[src/rtl/mem_request_ctrl.sv]
// Memory request sequencer between the control unit and the cache interface.
// Holds data requests until dhit, formats sub-word lanes, and latches halt/error.
module mem_request_ctrl #(
    parameter int WORD_W   = 32,
    parameter int ADDR_W   = 32,
    parameter int MAX_WAIT = 255
) (
    input  logic                  CLK,
    input  logic                  RST,
    input  logic                  ihit,
    input  logic                  dhit,
    input  logic                  dread,
    input  logic                  dwrite,
    input  logic                  halt,
    input  logic [1:0]            size,
    input  logic                  lsigned,
    input  logic [ADDR_W-1:0]     addr,
    input  logic [WORD_W-1:0]     wdata,
    input  logic [WORD_W-1:0]     dmemload,
    output logic                  imemREN,
    output logic                  dmemREN,
    output logic                  dmemWEN,
    output logic [ADDR_W-1:0]     dmemaddr,
    output logic [WORD_W-1:0]     dmemstore,
    output logic [WORD_W/8-1:0]   dmembe,
    output logic [WORD_W-1:0]     ldata,
    output logic                  ld_valid,
    output logic                  pc_en,
    output logic                  halted,
    output logic                  err,
    output logic [1:0]            err_code
);
    localparam int BYTES = WORD_W / 8;
    localparam int OFS_W = $clog2(BYTES);
    localparam int CNT_W = $clog2(MAX_WAIT);

    typedef enum logic [2:0] {IDLE, DREQ, DONE, HALT, ERR} state_t;

    state_t              state_q, state_d;
    logic [CNT_W-1:0]    cnt_q, cnt_d;
    logic [1:0]          errc_q, errc_d;
    logic [ADDR_W-1:0]   addr_q;
    logic [WORD_W-1:0]   wdata_q;
    logic [1:0]          size_q;
    logic                signed_q;
    logic                wr_q;
    logic [WORD_W-1:0]   ldata_q;
    logic                latch_en, cap_en, misaligned;

    logic [OFS_W-1:0]    ofs;
    logic [OFS_W+2:0]    sh;
    logic [WORD_W-1:0]   st_byte, st_half, st_fmt, ld_shift, ld_fmt;
    logic [BYTES-1:0]    be_byte, be_half, be_fmt;

    assign misaligned = (size == 2'd3) ||
                        (size == 2'd0 && addr[OFS_W-1:0] != '0) ||
                        (size == 2'd2 && addr[0]);

    // Big-endian lanes: byte offset 0 lives in the most significant byte.
    assign ofs      = addr_q[OFS_W-1:0];
    assign sh       = {ofs, 3'b000};
    assign st_byte  = {wdata_q[7:0],  {(WORD_W-8){1'b0}}}  >> sh;
    assign st_half  = {wdata_q[15:0], {(WORD_W-16){1'b0}}} >> sh;
    assign be_byte  = {1'b1,  {(BYTES-1){1'b0}}} >> ofs;
    assign be_half  = {2'b11, {(BYTES-2){1'b0}}} >> ofs;
    assign ld_shift = dmemload << sh;

    always_comb begin
        st_fmt = wdata_q;
        be_fmt = '1;
        ld_fmt = dmemload;
        case (size_q)
            2'd1: begin
                st_fmt = st_byte;
                be_fmt = be_byte;
                ld_fmt = {{(WORD_W-8){signed_q & ld_shift[WORD_W-1]}}, ld_shift[WORD_W-1 -: 8]};
            end
            2'd2: begin
                st_fmt = st_half;
                be_fmt = be_half;
                ld_fmt = {{(WORD_W-16){signed_q & ld_shift[WORD_W-1]}}, ld_shift[WORD_W-1 -: 16]};
            end
            default: ;
        endcase
    end

    always_comb begin
        state_d   = state_q;
        cnt_d     = cnt_q;
        errc_d    = errc_q;
        latch_en  = 1'b0;
        cap_en    = 1'b0;
        imemREN   = 1'b0;
        dmemREN   = 1'b0;
        dmemWEN   = 1'b0;
        dmemaddr  = '0;
        dmemstore = '0;
        dmembe    = '0;
        pc_en     = 1'b0;
        ld_valid  = 1'b0;
        case (state_q)
            IDLE: begin
                imemREN = 1'b1;
                pc_en   = ihit & ~dread & ~dwrite & ~halt;
                if (ihit) begin
                    if (halt) begin
                        state_d = HALT;
                    end else if (dread | dwrite) begin
                        if (misaligned) begin
                            state_d = ERR;
                            errc_d  = 2'd1;
                        end else begin
                            state_d  = DREQ;
                            latch_en = 1'b1;
                            cnt_d    = '0;
                        end
                    end
                end
            end
            DREQ: begin
                dmemREN   = ~wr_q;
                dmemWEN   = wr_q;
                dmemaddr  = {addr_q[ADDR_W-1:OFS_W], {OFS_W{1'b0}}};
                dmemstore = wr_q ? st_fmt : '0;
                dmembe    = be_fmt;
                // A hit on the last allowed cycle still completes the access.
                if (dhit) begin
                    state_d = DONE;
                    cap_en  = ~wr_q;
                end else if (cnt_q == CNT_W'(MAX_WAIT - 1)) begin
                    state_d = ERR;
                    errc_d  = 2'd2;
                end else begin
                    cnt_d = cnt_q + 1'b1;
                end
            end
            DONE: begin
                pc_en    = 1'b1;
                ld_valid = ~wr_q;
                state_d  = IDLE;
                cnt_d    = '0;
            end
            HALT, ERR: ;
            default: state_d = IDLE;
        endcase
    end

    always_ff @(posedge CLK) begin
        if (RST) begin
            state_q  <= IDLE;
            cnt_q    <= '0;
            errc_q   <= '0;
            addr_q   <= '0;
            wdata_q  <= '0;
            size_q   <= '0;
            signed_q <= 1'b0;
            wr_q     <= 1'b0;
            ldata_q  <= '0;
        end else begin
            state_q <= state_d;
            cnt_q   <= cnt_d;
            errc_q  <= errc_d;
            if (latch_en) begin
                addr_q   <= addr;
                wdata_q  <= wdata;
                size_q   <= size;
                signed_q <= lsigned;
                wr_q     <= dwrite;
            end
            if (cap_en) ldata_q <= ld_fmt;
        end
    end

    assign ldata    = ldata_q;
    assign halted   = (state_q == HALT);
    assign err      = (state_q == ERR);
    assign err_code = errc_q;

endmodule
[config.mk]
export PLATFORM = sky130hd
export DESIGN_NAME = mem_request_ctrl
export DESIGN_NICKNAME = d
export VERILOG_FILES = /design/src/rtl/mem_request_ctrl.sv
export SDC_FILE = /design/constraint.sdc
export NUM_CORES = 1
export LEC_CHECK = 0
export BUFFER_PORTS_ARGS = -buffer_cell sky130_fd_sc_hd__buf_2
export CAP_MARGIN = 40
export CORE_UTILIZATION = 50
export DETAILED_ROUTE_END_ITERATION = 10
export PLACE_DENSITY = 0.87
export RECOVER_POWER = 100
export REMOVE_ABC_BUFFERS = 1
export SKIP_CTS_REPAIR_TIMING = 1
export SYNTH_ARGS = -nofsm -noshare
export SYNTH_HDL_FRONTEND = slang
export SYNTH_SLANG_ARGS = --single-unit
[constraint.sdc]
create_clock -name CLK -period 2.7 [get_ports CLK]
set_input_delay 0.135 -clock CLK [delete_from_list [all_inputs] [get_ports CLK]]
set_output_delay 0.135 -clock CLK [all_outputs]
set_load 0.01 [all_outputs]
==> flow_metrics.tcl <==
set metrics [dict create \
    syn2layout_area_growth_pct 38.3 \
    routed_wl_um 20900 \
    root_buffer "clkbuf_16" \
    post-place-cells 1097 \
    holdWs_ns -0.0135 \
    layout_min_cycle_time_ns 2.48 \
    outcome "finished, violations left" \
    crit_path_top_delay_cell "clkbuf_1" \
    p_leak_nw 3.12 \
    grt_use_met2_pct 49.8 \
    vias 7033 \
    p_total_w 0.00674 \
    crit_path_max_incr_delay_ns 0.82 \
    synth-edff-count 0 \
    diodes 0 \
    clock_sinks 113 \
    via_per_inst 5.87 \
    p_int_w 0.00423 \
    cpLargestDelayFamily "buffers and inverters" \
    hold_viol 3 \
    syn-cell-area_sq_um 5890 \
    path_clk_slew_ns 0.06 \
    grt_pass1_vias 6154 \
    start_util_pct 51.3 \
    pwr-share-clk_pct 33.3 \
    die_area_sq_um 12200 \
    arrival_ns 2.35 \
    ctsLongestPathBuffers 2 \
    grt_overflow_total 0 \
    ys_ff_latch 113 \
    worst_slew_pin_slew_ns 1.08 \
    power_frac_seq_pct 32.3 \
    top_usage_layer "met2" \
    numCtsBuffers 17 \
    io_buffers 212 \
    core_sq_um 11500 \
    die_w_um 111 \
    ir_worst_vdd_mv 0.659 \
    powerDensity_nw_per_um2 827 \
    finalNetCount 1153 \
    layout-drive-gt1-share_pct 17.7 \
    cts_tree "yes" \
    maxCapViolCount 0 \
    dp_hpwl_um 12100 \
    syn_inst 788 \
    power.share.combinational_pct 34.4 \
    avgSynthCellArea_sq_um 7.47 \
    route.detailed.drc 0 \
    yosys_warnings 0 \
    grt_pass1_wl_um 28800 \
    ys.flop_type "dfxtp_1" \
    path_buf_inv 2 \
    htreeDepth 4 \
    switchingPower_w 0.00251 \
    path_max_fanout 30 \
    dr.pass1.iters 5 \
    dieHeight_um 111 \
    rsz0062_at_grt "false" \
    crit_chain "nor2_4 -> clkbuf_1 -> and3_1 -> clkbuf_1" \
    ys_seq_area_share_pct 38.4 \
    slew_headroom_pct 27.8 \
    maxSlewViolCount 0 \
    grt_use_met1_pct 33.9 \
    worstSkewPairLatency_ns 0.42 \
    ios 215 \
    hold_path.class "in2reg" \
    gp_congestion 0.845 \
    layout.cells.non_filler 1198 \
    path_class "reg2out" \
    end_kind "output pin" \
    grt_max_degree 63 \
    ys_types 55 \
    fmax_mhz 403 \
    netSwitchingFraction_pct 37.3 \
    drt_iter0_drc 704 \
    grtUsageTotal_pct 29.2 \
    violations "hold timing" \
    crit_top_cell "clkbuf_1" \
    grtUsageMet3_pct 9.39 \
    required_ns 2.57 \
    final.period_utilization_pct 92.0 \
    antenna_found_initial 0 \
    antenna_left 0 \
    drt-wirelength-per-cell_um 17.5 \
    finalSetupViolations 0 \
    async_reset_ff_share_pct 0 \
    row_count 39 \
    fin_skew_ns 0.0136 \
    cp-start-kind "flop" \
]
## state kept, by name, summed over array words and instances, names as in the netlist
signal	cells
addr_q	32
wdata_q	32
state_q	3
wr_q	1
err_code	2
signed_q	1
cnt_q	8
size_q	2
ldata	32
## worst paths after layout
check / slack, ns / cells after the start / to / from
worst max-delay path: 0.22 / 4 / dmemaddr[13] / state_q[2]
worst min-delay path: -0.01 / 3 / wdata_q[15] / wdata[15]
worst max register to register: 0.29 / 6 / addr_q[16] / state_q[2]
worst min register to register: 0.45 / 2 / addr_q[6] / addr_q[6]
## area by class of cell
cell class | instances | area, sq um
Fill cell | 893 | 3320
Multi-Input combinational cell | 596 | 3250
Timing Repair Buffer | 307 | 1840
Clock buffer | 23 | 488
Sequential cell | 113 | 2260
Clock inverter | 9 | 105
Tap cell | 143 | 179
Inverter | 7 | 26.3
## cell usage after synthesis (all sizes together), types with 8 or more instances
master,instances,area [sq um]
nand2,183,689
dfxtp,113,2260
a21oi,110,551
nor2,85,327
clkbuf,50,189
and3,32,200
a211oi,30,225
buf,23,150
nor3,22,126
o21ai,21,109
mux2i,17,170
a221oi,15,131
nor4,11,68.8
a22oi,9,67.6
mux4,8,180
## routing by layer
metal | vias up | part of all wire (%)
li1 | 3262 | -
met1 | 3277 | 38
met2 | 423 | 49
met3 | 71 | 8.9
met4 | 0 | 3.7
met5 | - | 0
## cell usage in the layout (no fill, tap or decap), drive strengths merged, types with 17 or more instances in the layout
| cell type | n |
|---|---|
| nor3 | 22 |
| a211oi | 30 |
| dfxtp | 113 |
| and3 | 32 |
| mux2i | 17 |
| dlygate4sd3 | 69 |
| buf | 135 |
| clkbuf | 126 |
| a21oi | 110 |
| o21ai | 21 |
| nor2 | 85 |
| nand2 | 183 |
## worst reg2reg max path, cell delays in order, from the launching register on
cell and delay [ns]:
dfxtp_1 0.40, nor3_1 0.58, o21ai_2 0.18, nor3_1 0.28, clkbuf_4 0.53, nand2_1 0.14, a21oi_1 0.21
## kinds of logic after synthesis
kind of cell    share of synthesized area [%]
simple gates                             26.9
fa+ha+maj                                1.06
buf+inv                                  6.20
flops                                    38.4
mux                                      6.14
other cells                            0.0637
compound gates                           21.2
## power by group through the flow
stage	clock network, W	logic (W)	registers [W]
after floorplan	0	0.00129	0.00229
after global placement	0	0.00223	0.00218
after detailed placement	0	0.00226	0.00220
after CTS	0.00225	0.00228	0.00216
after global routing	0.00235	0.00254	0.00221
final	0.00224	0.00232	0.00218
## stage by stage
step           hold WS [ns]  worst slack [ns]  TNS, ns  utilization (%)  cell area, sq um
6_report            -0.0135             0.217        0             71.0              8150
5_1_grt             0.00764            0.0742        0             71.0              8150
4_1_cts             -0.0604             0.254        0             66.5              7630
3_5_place_dp          0.380             0.602        0             61.3              7030
3_3_place_gp          0.375             0.699        0             61.3              7030
2_1_floorplan         0.204            -0.747   -64.13                -              5550
(Power assumes the default switching activity.)
